[config.mk]
export PLATFORM = sky130hd
export DESIGN_NAME = pwm_ramp_ctrl
export DESIGN_NICKNAME = d
export VERILOG_FILES = /design/src/rtl/pwm_ramp_ctrl.sv
export SDC_FILE = /design/constraint.sdc
export NUM_CORES = 1
export LEC_CHECK = 0
export ABC_AREA = 1
export CELL_PAD_IN_SITES_DETAIL_PLACEMENT = 0
export CELL_PAD_IN_SITES_GLOBAL_PLACEMENT = 1
export CORE_AREA = 3 3 107 109
export DETAILED_ROUTE_END_ITERATION = 10
export DIE_AREA = 0 0 110 112
export MAX_ROUTING_LAYER = met4
export PLACE_DENSITY = 0.87
export SYNTH_ARGS = -nofsm -noshare
export SYNTH_HDL_FRONTEND = slang
export SYNTH_SLANG_ARGS = --single-unit
[constraint.sdc]
create_clock -name clk_i -period 9.27 [get_ports clk_i]
set_input_delay 1.854 -clock clk_i [delete_from_list [all_inputs] [get_ports clk_i]]
set_output_delay 1.854 -clock clk_i [all_outputs]
set_load 0.005 [all_outputs]
[src/rtl/pwm_ramp_ctrl.sv]
// rtl/pwm_ramp_ctrl.sv - duty-cycle ramp controller feeding a PWM generator's duty_i
// Define PWM_RAMP_RETRIGGER_EN to accept new requests while a ramp is in progress.
module pwm_ramp_ctrl #(
  parameter int WIDTH     = 8,
  parameter int IVL_WIDTH = 16
) (
  input  logic                 clk_i,
  input  logic                 rst_n,
  input  logic                 req_i,
  input  logic [WIDTH-1:0]     target_i,
  input  logic [WIDTH-1:0]     step_i,
  input  logic [IVL_WIDTH-1:0] interval_i,
  output logic                 ack_o,
  output logic                 busy_o,
  output logic                 done_o,
  output logic [WIDTH-1:0]     duty_o
);

  typedef enum logic [1:0] {
    S_IDLE = 2'd0,
    S_RAMP = 2'd1,
    S_DONE = 2'd2
  } state_t;

  state_t               state_q;
  state_t               state_d;
  logic [WIDTH-1:0]     target_q;
  logic [WIDTH-1:0]     step_q;
  logic [WIDTH-1:0]     duty_q;
  logic [WIDTH-1:0]     duty_next;
  logic [IVL_WIDTH-1:0] ivl_q;
  logic [IVL_WIDTH-1:0] cnt_q;
  logic                 ack_q;
  logic                 accept;
  logic                 step_now;
  logic [WIDTH:0]       duty_x;
  logic [WIDTH:0]       target_x;
  logic [WIDTH:0]       step_x;
  logic [WIDTH:0]       sum_x;
  logic [WIDTH:0]       dif_x;

  always_comb begin
`ifdef PWM_RAMP_RETRIGGER_EN
    accept = req_i && ((state_q == S_IDLE) || (state_q == S_RAMP));
`else
    accept = req_i && (state_q == S_IDLE);
`endif
  end

  // A fresh acceptance restarts the interval, so it suppresses a coinciding step.
  assign step_now = (state_q == S_RAMP) && !accept && (cnt_q == ivl_q);

  // One extra bit keeps the carry/borrow visible, so duty clamps at target instead of wrapping.
  always_comb begin
    duty_x    = {1'b0, duty_q};
    target_x  = {1'b0, target_q};
    step_x    = (step_q == '0) ? (WIDTH+1)'(1) : {1'b0, step_q};
    sum_x     = duty_x + step_x;
    dif_x     = duty_x - step_x;
    duty_next = duty_q;
    if (target_x > duty_x) begin
      duty_next = (sum_x >= target_x) ? target_q : sum_x[WIDTH-1:0];
    end else if (target_x < duty_x) begin
      duty_next = (dif_x[WIDTH] || (dif_x <= target_x)) ? target_q : dif_x[WIDTH-1:0];
    end
  end

  always_ff @(posedge clk_i or negedge rst_n) begin
    if (!rst_n) begin
      state_q <= S_IDLE;
    end else begin
      state_q <= state_d;
    end
  end

  always_comb begin
    state_d = state_q;
    case (state_q)
      S_IDLE: begin
        if (accept) begin
          state_d = (target_i == duty_q) ? S_DONE : S_RAMP;
        end
      end
      S_RAMP: begin
`ifdef PWM_RAMP_RETRIGGER_EN
        if (accept) begin
          state_d = (target_i == duty_q) ? S_DONE : S_RAMP;
        end else if (step_now && (duty_next == target_q)) begin
          state_d = S_DONE;
        end
`else
        if (step_now && (duty_next == target_q)) begin
          state_d = S_DONE;
        end
`endif
      end
      S_DONE:  state_d = S_IDLE;
      default: state_d = S_IDLE;
    endcase
  end

  always_comb begin
    busy_o = 1'b0;
    done_o = 1'b0;
    ack_o  = ack_q;
    duty_o = duty_q;
    case (state_q)
      S_RAMP: busy_o = 1'b1;
      S_DONE: begin
        busy_o = 1'b1;
        done_o = 1'b1;
      end
      default: ;
    endcase
  end

  always_ff @(posedge clk_i or negedge rst_n) begin
    if (!rst_n) begin
      ack_q    <= 1'b0;
      target_q <= '0;
      step_q   <= '0;
      ivl_q    <= '0;
      cnt_q    <= '0;
      duty_q   <= '0;
    end else begin
      ack_q <= accept;
      if (accept) begin
        target_q <= target_i;
        step_q   <= step_i;
        ivl_q    <= interval_i;
        cnt_q    <= '0;
      end else if (state_q == S_RAMP) begin
        if (step_now) begin
          cnt_q  <= '0;
          duty_q <= duty_next;
        end else begin
          cnt_q <= cnt_q + IVL_WIDTH'(1);
        end
      end
    end
  end

endmodule

# After elaboration in Yosys (flattened, before gate mapping)
# Cells that the tools add are included.
[totals] ff_bits=59 in_bits=35 out_inout_bits=11 wordCells=48
[classes] n_addsub=3 order_cmp=4 n_eq_ne=7 muxes=14 n_bitwise=1 n_reduce_logical=12
[op_table] operator="$mux W16" n=3
[op_table] operator="$mux W8" n=5
[op_table] operator="$add A16 B1 Y16 const B" n=1
[op_table] operator="$eq A16 B16 Y1" n=1
[op_table] operator="$eq A8 B8 Y1" n=2
[op_table] operator="$add A8 B8 Y9" n=1
[op_table] operator="$ge A9 B8 Y1" n=1
[op_table] operator="$le A9 B8 Y1" n=1
[op_table] operator="$sub A8 B8 Y9" n=1
[op_table] operator="$gt A8 B8 Y1" n=1
[op_table] operator="$logic_not A8 Y1" n=1
[op_table] operator="$lt A8 B8 Y1" n=1
[op_table] operator="$mux W2" n=3
[op_table] operator="$logic_and A1 B1 Y1" n=4
[op_table] operator="$ne A2 B2 Y1 const B" n=2
[op_table] operator="$pmux W2 S2" n=1
[op_table] operator="$reduce_and A3 Y1" n=1
[op_table] operator="$eq A2 B1 Y1 const B" n=1
[op_table] operator="$eq A2 B2 Y1 const B" n=1
[op_table] operator="$logic_not A2 Y1" n=1
[op_table] operator="$mux W1" n=2
[op_table] operator="$reduce_and A2 Y1" n=1
[op_table] operator="$reduce_bool A2 Y1" n=1
[op_table] operator="$reduce_or A2 Y1" n=1
[op_table] operator="3 further kinds" n=3

# Longest topological paths before layout
# Gate-level depths: netlist (run 1).
[logic_depth] depth_word=12 depth_mapped=33 mapped_depth_nobuf=33

# Worst setup path before layout (run 1)
# OpenSTA, ideal clock, no wires.
[synth_path] path_kind="reg-to-reg" from="reg step_q[1]" to="reg state_q[0]" setup_ns=0.116 t_arrival_ns=3.576 t_required_ns=9.154 path_slack_ns=5.578 stages_incl_launch_ff=33 n_path_buf=1 period_less_slack_ns=3.692 cell_sequence="dfrtp_1 nor4_1 a41o_1 ha_1 inv_1 fa_1 nand3_1 nand2_1 xnor2_1 inv_1 ha_1 nand2_1 nor2_1 nand2_1 nand3_1 nand2_1 nand2_1 nand2_1 nand2_1 buf_2 nand3_2 nand3_2 o21ai_0 nand2_1 nand3_1 nand2_1 nand2_1 nor2_1 nand2_1 nand2_2 nand2_2 nand2_1 nand2_1"
[synth_via] elab_chain_len=12 elab_cells_between_ends=15 cone_classes="add/sub: 2; order compare: 2; eq/ne: 2; mux: 5; reduce/logical: 4"
[synth_lines] element="start: declaration" line_no="28" rtl="logic [WIDTH-1:0] step_q;"
[synth_lines] element="start signal: assignment" line_no="129" rtl="step_q <= step_i;"
[synth_lines] element="$logic_not A8 Y1" line_no="57" rtl="step_x = (step_q == '0) ? (WIDTH+1)'(1) : {1'b0, step_q};"
[synth_lines] element="$mux W8 *" line_no="57"
[synth_lines] element="$sub A8 B8 Y9" line_no="59" rtl="dif_x = duty_x - step_x;"
[synth_lines] element="$le A9 B8 Y1" line_no="64" rtl="duty_next = (dif_x[WIDTH] || (dif_x <= target_x)) ? target_q : dif_x[WIDTH-1:0];"
[synth_lines] element="$logic_or A1 B1 Y1" line_no="64"
[synth_lines] element="$mux W8" line_no="64"
[synth_lines] element="$mux W8" line_no="63" rtl="end else if (target_x < duty_x) begin"
[synth_lines] element="$mux W8 *" line_no="61" rtl="if (target_x > duty_x) begin"
[synth_lines] element="$eq A8 B8 Y1 *" line_no="92" rtl="if (step_now && (duty_next == target_q)) begin"
[synth_lines] element="$logic_and A1 B1 Y1 *" line_no="92"
[synth_lines] element="$ne A2 B2 Y1 (no source line) *"
[synth_lines] element="$reduce_and A2 Y1 (no source line) *"
[synth_lines] element="end signal: assignment" line_no="72" rtl="state_q <= state_d;"
[synth_lines] element="end: declaration" line_no="25" rtl="state_t state_q;"
# Every way passes the cells marked *; elsewhere a longest branch is shown, timed or not.
# A chain may end at the register's enable or synchronous reset.

# Final worst setup path (run 1)
# Same ends and word-level chain as after synthesis.

==> results of run 1 <==
cell usage after synthesis (5+ instances only):
master	instances
a21oi_1	17
buf_2	5
clkbuf_1	9
dfrtp_1	59
ha_1	45
inv_1	92
nand2_1	204
nand2_2	9
nand3_1	61
nand4_1	16
nor2_1	41
nor3_1	9
nor4_1	7
o21ai_0	42
o21ai_1	6
xnor2_1	9
xor2_1	22
sequential cells by signal (all words and copies together) (netlist names):
register  count
cnt_q        16
duty_o        8
ack_o         1
target_q      8
state_q       2
ivl_q        16
step_q        8
per-layer routing:
layer  part of all wire (%)  vias up  global-route usage (%)  wire, um
met5                      0        -                       -         0
met4                    1.5        0                   5.736       202
met3                    5.5       20                   4.870       723
met2                     45      127                   33.74      5852
met1                     48     2146                   31.52      6268
li1                       -     2317                       -         -
area by class of cell:
cell class | count | area, sq um | share of cell area [%]
multi-input cells | 520 | 2928 | 52.41
flip-flops and latches | 59 | 1476 | 26.43
repair buffers | 47 | 460.4 | 8.242
inverters | 94 | 352.8 | 6.316
well taps | 140 | 175.2 | 3.135
clock buffers | 11 | 141.4 | 2.531
clock inverters | 5 | 52.55 | 0.9406
power breakdown:
part           leakage [uW]  switching, uW  internal, uW
registers          0.000767           76.8           335
logic               0.00196            745           398
clock network     0.0000991            108           130
total               0.00282            930           864
critical path, delay by kind of cell, from the launching register on:
kind / cells / cell delay (ns)
simple gates: 25 / 2.38
compound gates: 1 / 0.25
fa+ha+maj: 3 / 0.84
flops: 1 / 0.43
xor+xnor: 1 / 0.23
buf+inv: 3 / 0.19
stage by stage:
stage / instances / area (sq um)
finish: 876 / 5587
global route: 876 / 5587
CTS: 876 / 5587
detailed placement: 860 / 5393
global placement: 860 / 5393
floorplan: 692 / 4853
final timing paths:
path | end | slack (ns) | depth (start not counted)
max | state_q[0] | 4.82 | 33
min | ivl_q[6] | 0.51 | 2
max reg2reg | state_q[0] | 4.82 | 33
min reg2reg | ivl_q[6] | 0.51 | 2
max in group asynchronous | ivl_q[1] | 7.13 | 2
min in group asynchronous | ack_o | 1.65 | 2
cells by family after synthesis:
kind of cell / share of synthesized area [%]
DFF: 30.42
xor gates and xnor gates: 5.594
AOI/OAI and AO/OA: 9.436
adders and majority gates: 12.43
buffers and inverters: 9.255
and+or+nand+nor: 32.87
==> impl_metrics.ini, run 1 <==
[global_route]
grt-ovfl-total = 0
antenna_found_initial = 0
grt_max_degree = 60
groute.usage.overall_pct = 22.72
grt_pass1_vias = 4467
grt_pass1_wl_mm = 21.39

[power_and_ir_drop]
cellLeakagePower_uw = 0.002821
pwr_density_cell_nw_per_um2 = 321.0
ir_drop_mv = 0.1202
power.total_uw = 1794

[floorplanning]
initial_core_util_pct = 45.37
die-width_um = 110
die_y_um = 112
dieArea_sq_um = 12320
rows = 38
core_sq_um = 10700
num_io_pins = 46

[cts]
cts_num_sinks = 59
cts-root-buf = clkbuf_8
clk_path_buf_depth = 2
ctsResizeCount = 0
post_cts_buffers = 0
cts_max_level = 3
clk_latency_ns = 0.34
numCtsBuffers = 9
hold_buffers = 0
cts_tree = done
clkSlewWorstSetupHoldPaths_ns = 0.07

[timing]
setup_ws_ns = 4.820
clock.fmax_mhz = 224.7
setup_violations = 0
tns_ns = 0
whs_ns = 0.5051
relSlewSlack_pct = 49.32
hold_viol_final = 0
finalCritPeriodShare_pct = 48.01
finalCriticalPeriod_ns = 4.450
skew_ns = 0.008747
rsz0062_at_grt = no
tightest_slew_ns = 0.7584
drv_slew = 0

[setup_path]
slowest_stage = dfrtp_1
critPathMostFrequentCell = nand2_1
cpPeakStageDelay_ns = 0.43
required_ns = 9.51
worstPathArrival_ns = 4.69
crit_fanout = 11
setup.worst_path.start = step_q[1]
regToRegStartpoint = step_q[1]
critPathKind = reg -> reg
critPathLaunchType = flip-flop
endpoint_kind = flip-flop

[synthesis]
ys_ff_latch = 59
yosysUniqueCellTypes = 38
synth_top_area_share_pct = 30.42
yosysWarnings = 0
synth-main-ff-cell = dfrtp_1
yosysTopAreaCell = dfrtp_1
yosysSeqAreaShare_pct = 30.42
syn_avg_cell_area_sq_um = 7.014
synth_area_sq_um = 4853
synth-edff-count = 0
syn_inst = 692
syn_nets = 774
yosys-top-cells-area = dfrtp_1 (30%), nand2_1 (16%), ha_1 (12%)
async_flop_share_pct = 100.0

[hold_path]
hold_class = reg -> reg
hold_start = ivl_q[6]

[routing]
firstDrtPassIters = 5
initialDrtViolationCount = 262
drc = 0
via_per_inst = 5.263
wirelength_mm = 13.05
wl_per_cell_um = 14.89
dr_total_vias = 4610
ant_nets = 0

[placement]
port_buffers = 45
hpwl_mm = 10.10
place_congestion = 0.9052
pre_cts_ws_ns = 4.876

[finish]
drive_gt1_share_pct = 5.299
diodes = 0
final_common_cell = nand2_1
final.fill_count = 1093
nets = 813
synthToLayoutAreaGrowth_pct = 15.11
fin_util_pct = 52.22
mostFrequentLayoutCells = nand2_1 (204), inv_1 (92), nand3_1 (61)

[run]
drv_cap = 0

[outcome]
status = completed
No activity file was read; power rests on OpenSTA's default activity.
==> run 2: changes to the inputs <==
Settings changed: CORE_AREA 3 3 107 109 to 3 3 112 114, DIE_AREA 0 0 110 112 to 0 0 115 117, PLACE_DENSITY 0.87 to 0.8.
Clock period 9.27 ns to 4.65 ns, I/O delays scaled along.
==> run 2 against run 1 <==
  * Final cell count increased by 0.68%
  * Sequential cell count unchanged
  * Via count decreased by 0.63%
  * Critical path depth decreased by 6
  * Clock skew decreased by 0.0037 ns
  * Power increased by 110%
  * Die area increased by 9.2%
  * Setup slack got worse by 4.3 ns
  * Non-clock buffer count increased by 5
  * Fmax increased by 6.7%
  * Global-route usage decreased by 1.2 points
  * Highest routed layer unchanged
  * Sequential power increased by 98%
==> impl_metrics.ini, run 2 (synthesized netlist as in run 1, its figures left out) <==
[cts]
cts_tree = done
cts_max_level = 3
ctsResizeCount = 0
cts_num_sinks = 59
post_cts_buffers = 0
cts-root-buf = clkbuf_16
clkSlewWorstSetupHoldPaths_ns = 0.05
clk_latency_ns = 0.32
hold_buffers = 0
numCtsBuffers = 9
clk_path_buf_depth = 2

[power_and_ir_drop]
cellLeakagePower_uw = 0.002878
ir_drop_mv = 0.2386
power.total_uw = 3695
pwr_density_cell_nw_per_um2 = 647.7

[finish]
reg_top3 = cnt_q (16), ivl_q (16)
nets = 818
drive_gt1_share_pct = 5.954
multiInputGateArea_sq_um = 2940
mostFrequentLayoutCells = nand2_1 (203), inv_1 (92), nand3_1 (61)
diodes = 0
final_common_cell = nand2_1
synthToLayoutAreaGrowth_pct = 17.53
final.fill_count = 1152
register_area_sq_um = 1476

[timing]
skew_ns = 0.005004
finalCriticalPeriod_ns = 4.170
rsz0062_at_grt = no
drv_slew = 0
setup_violations = 0
tns_ns = 0
clock.fmax_mhz = 239.8
relSlewSlack_pct = 47.84
finalCritPeriodShare_pct = 89.67
tightest_slew_ns = 0.7824
hold_viol_final = 0

[global_route]
antenna_found_initial = 0
grt-ovfl-total = 0
grt_max_degree = 48
grt_pass1_vias = 4450
groute.usage.overall_pct = 21.49
grt_pass1_wl_mm = 22.22

[outcome]
status = completed

[placement]
port_buffers = 45
hpwl_mm = 10.71
place_congestion = 0.9607

[routing]
ant_nets = 0
via_per_inst = 5.194
drc = 0
wl_per_cell_um = 15.14
wirelength_mm = 13.35
firstDrtPassIters = 5
dr_total_vias = 4581
initialDrtViolationCount = 257

[setup_path]
endpoint_kind = flip-flop
worstPathArrival_ns = 4.38
critPathMostFrequentCell = nand2_1
slowest_stage = fa_1
cpPeakStageDelay_ns = 0.43
crit_fanout = 14
critPathKind = reg -> reg
critPathLaunchType = flip-flop
required_ns = 4.86

[floorplanning]
die-width_um = 115
die_y_um = 117
rows = 39
initial_core_util_pct = 42.14
dieArea_sq_um = 13460
core_sq_um = 11520
num_io_pins = 46

[hold_path]
hold_class = reg -> reg

[run]
drv_cap = 0
==> run 2: cell count changes in the layout (fill, tap and decap cells not counted) <==
cell | previous run | this run
buf_4 | 2 | 7
bufinv_16 | 1 | 0
clkbuf_1 | 1 | 0
clkbuf_16 | 0 | 9
clkbuf_8 | 10 | 0
clkinv_2 | 3 | 2
clkinvlp_4 | 1 | 3
nand2_1 | 204 | 203
nand2_2 | 9 | 8
nand2_4 | 0 | 2
==> run 2: critical path: cells and delay by family, from the launching register on <==
family          cells  cell delay, ns
simple gates       18            1.64
fa+ha+maj           3            0.97
compound gates      3            0.51
flops               1            0.40
xor+xnor            1            0.40
buf+inv             2            0.12
==> run 2: metal layers <==
| metal | GRT usage [%] | part of all wire, % |
|---|---|---|
| met2 | 31.40 | 42 |
| met1 | 31.30 | 50 |
| met4 | 4.617 | 1.2 |
| met5 | - | 0 |
| met3 | 3.599 | 6.4 |
==> run 2: final cells by class <==
type	instances	area share, %
repair buffers	52	8.730
inverters	94	6.186
well taps	143	3.137
flip-flops and latches	59	25.88
clock buffers	9	3.948
clock inverters	5	0.5703
multi-input cells	520	51.55
==> run 2: power by group <==
| part | total (uW) | switching, uW | internal, uW |
|---|---|---|---|
| Clock | 575 | 224 | 351 |
| Combinational | 2300 | 1500 | 805 |
| Sequential | 815 | 146 | 670 |
==> run 2: worst paths after layout <==
check	from	endpoint	slack, ns	cells after the start
setup reg to reg	step_q[1]	state_q[1]	0.48	27
hold reg to reg	ivl_q[4]	ivl_q[4]	0.51	2
min in group asynchronous	rst_n	target_q[3]	0.69	1
max in group asynchronous	rst_n	duty_o[7]	3.13	2
setup / recovery	step_q[1]	state_q[1]	0.48	27
hold / removal	ivl_q[4]	ivl_q[4]	0.51	2
==> run 2: metrics by stage <==
stage	instances	setup WS [ns]	hold WS (ns)	utilization, %	instance area [sq um]
finish	882	0.4803	0.5056	49.53	5704
floorplan	692	0.9576	0.4507	-	4853
CTS	882	0.2887	0.5070	49.42	5692
global route	882	0.01139	0.5168	49.53	5704
detailed placement	868	0.3095	0.4917	47.19	5434
global placement	868	0.4488	0.4876	47.19	5434
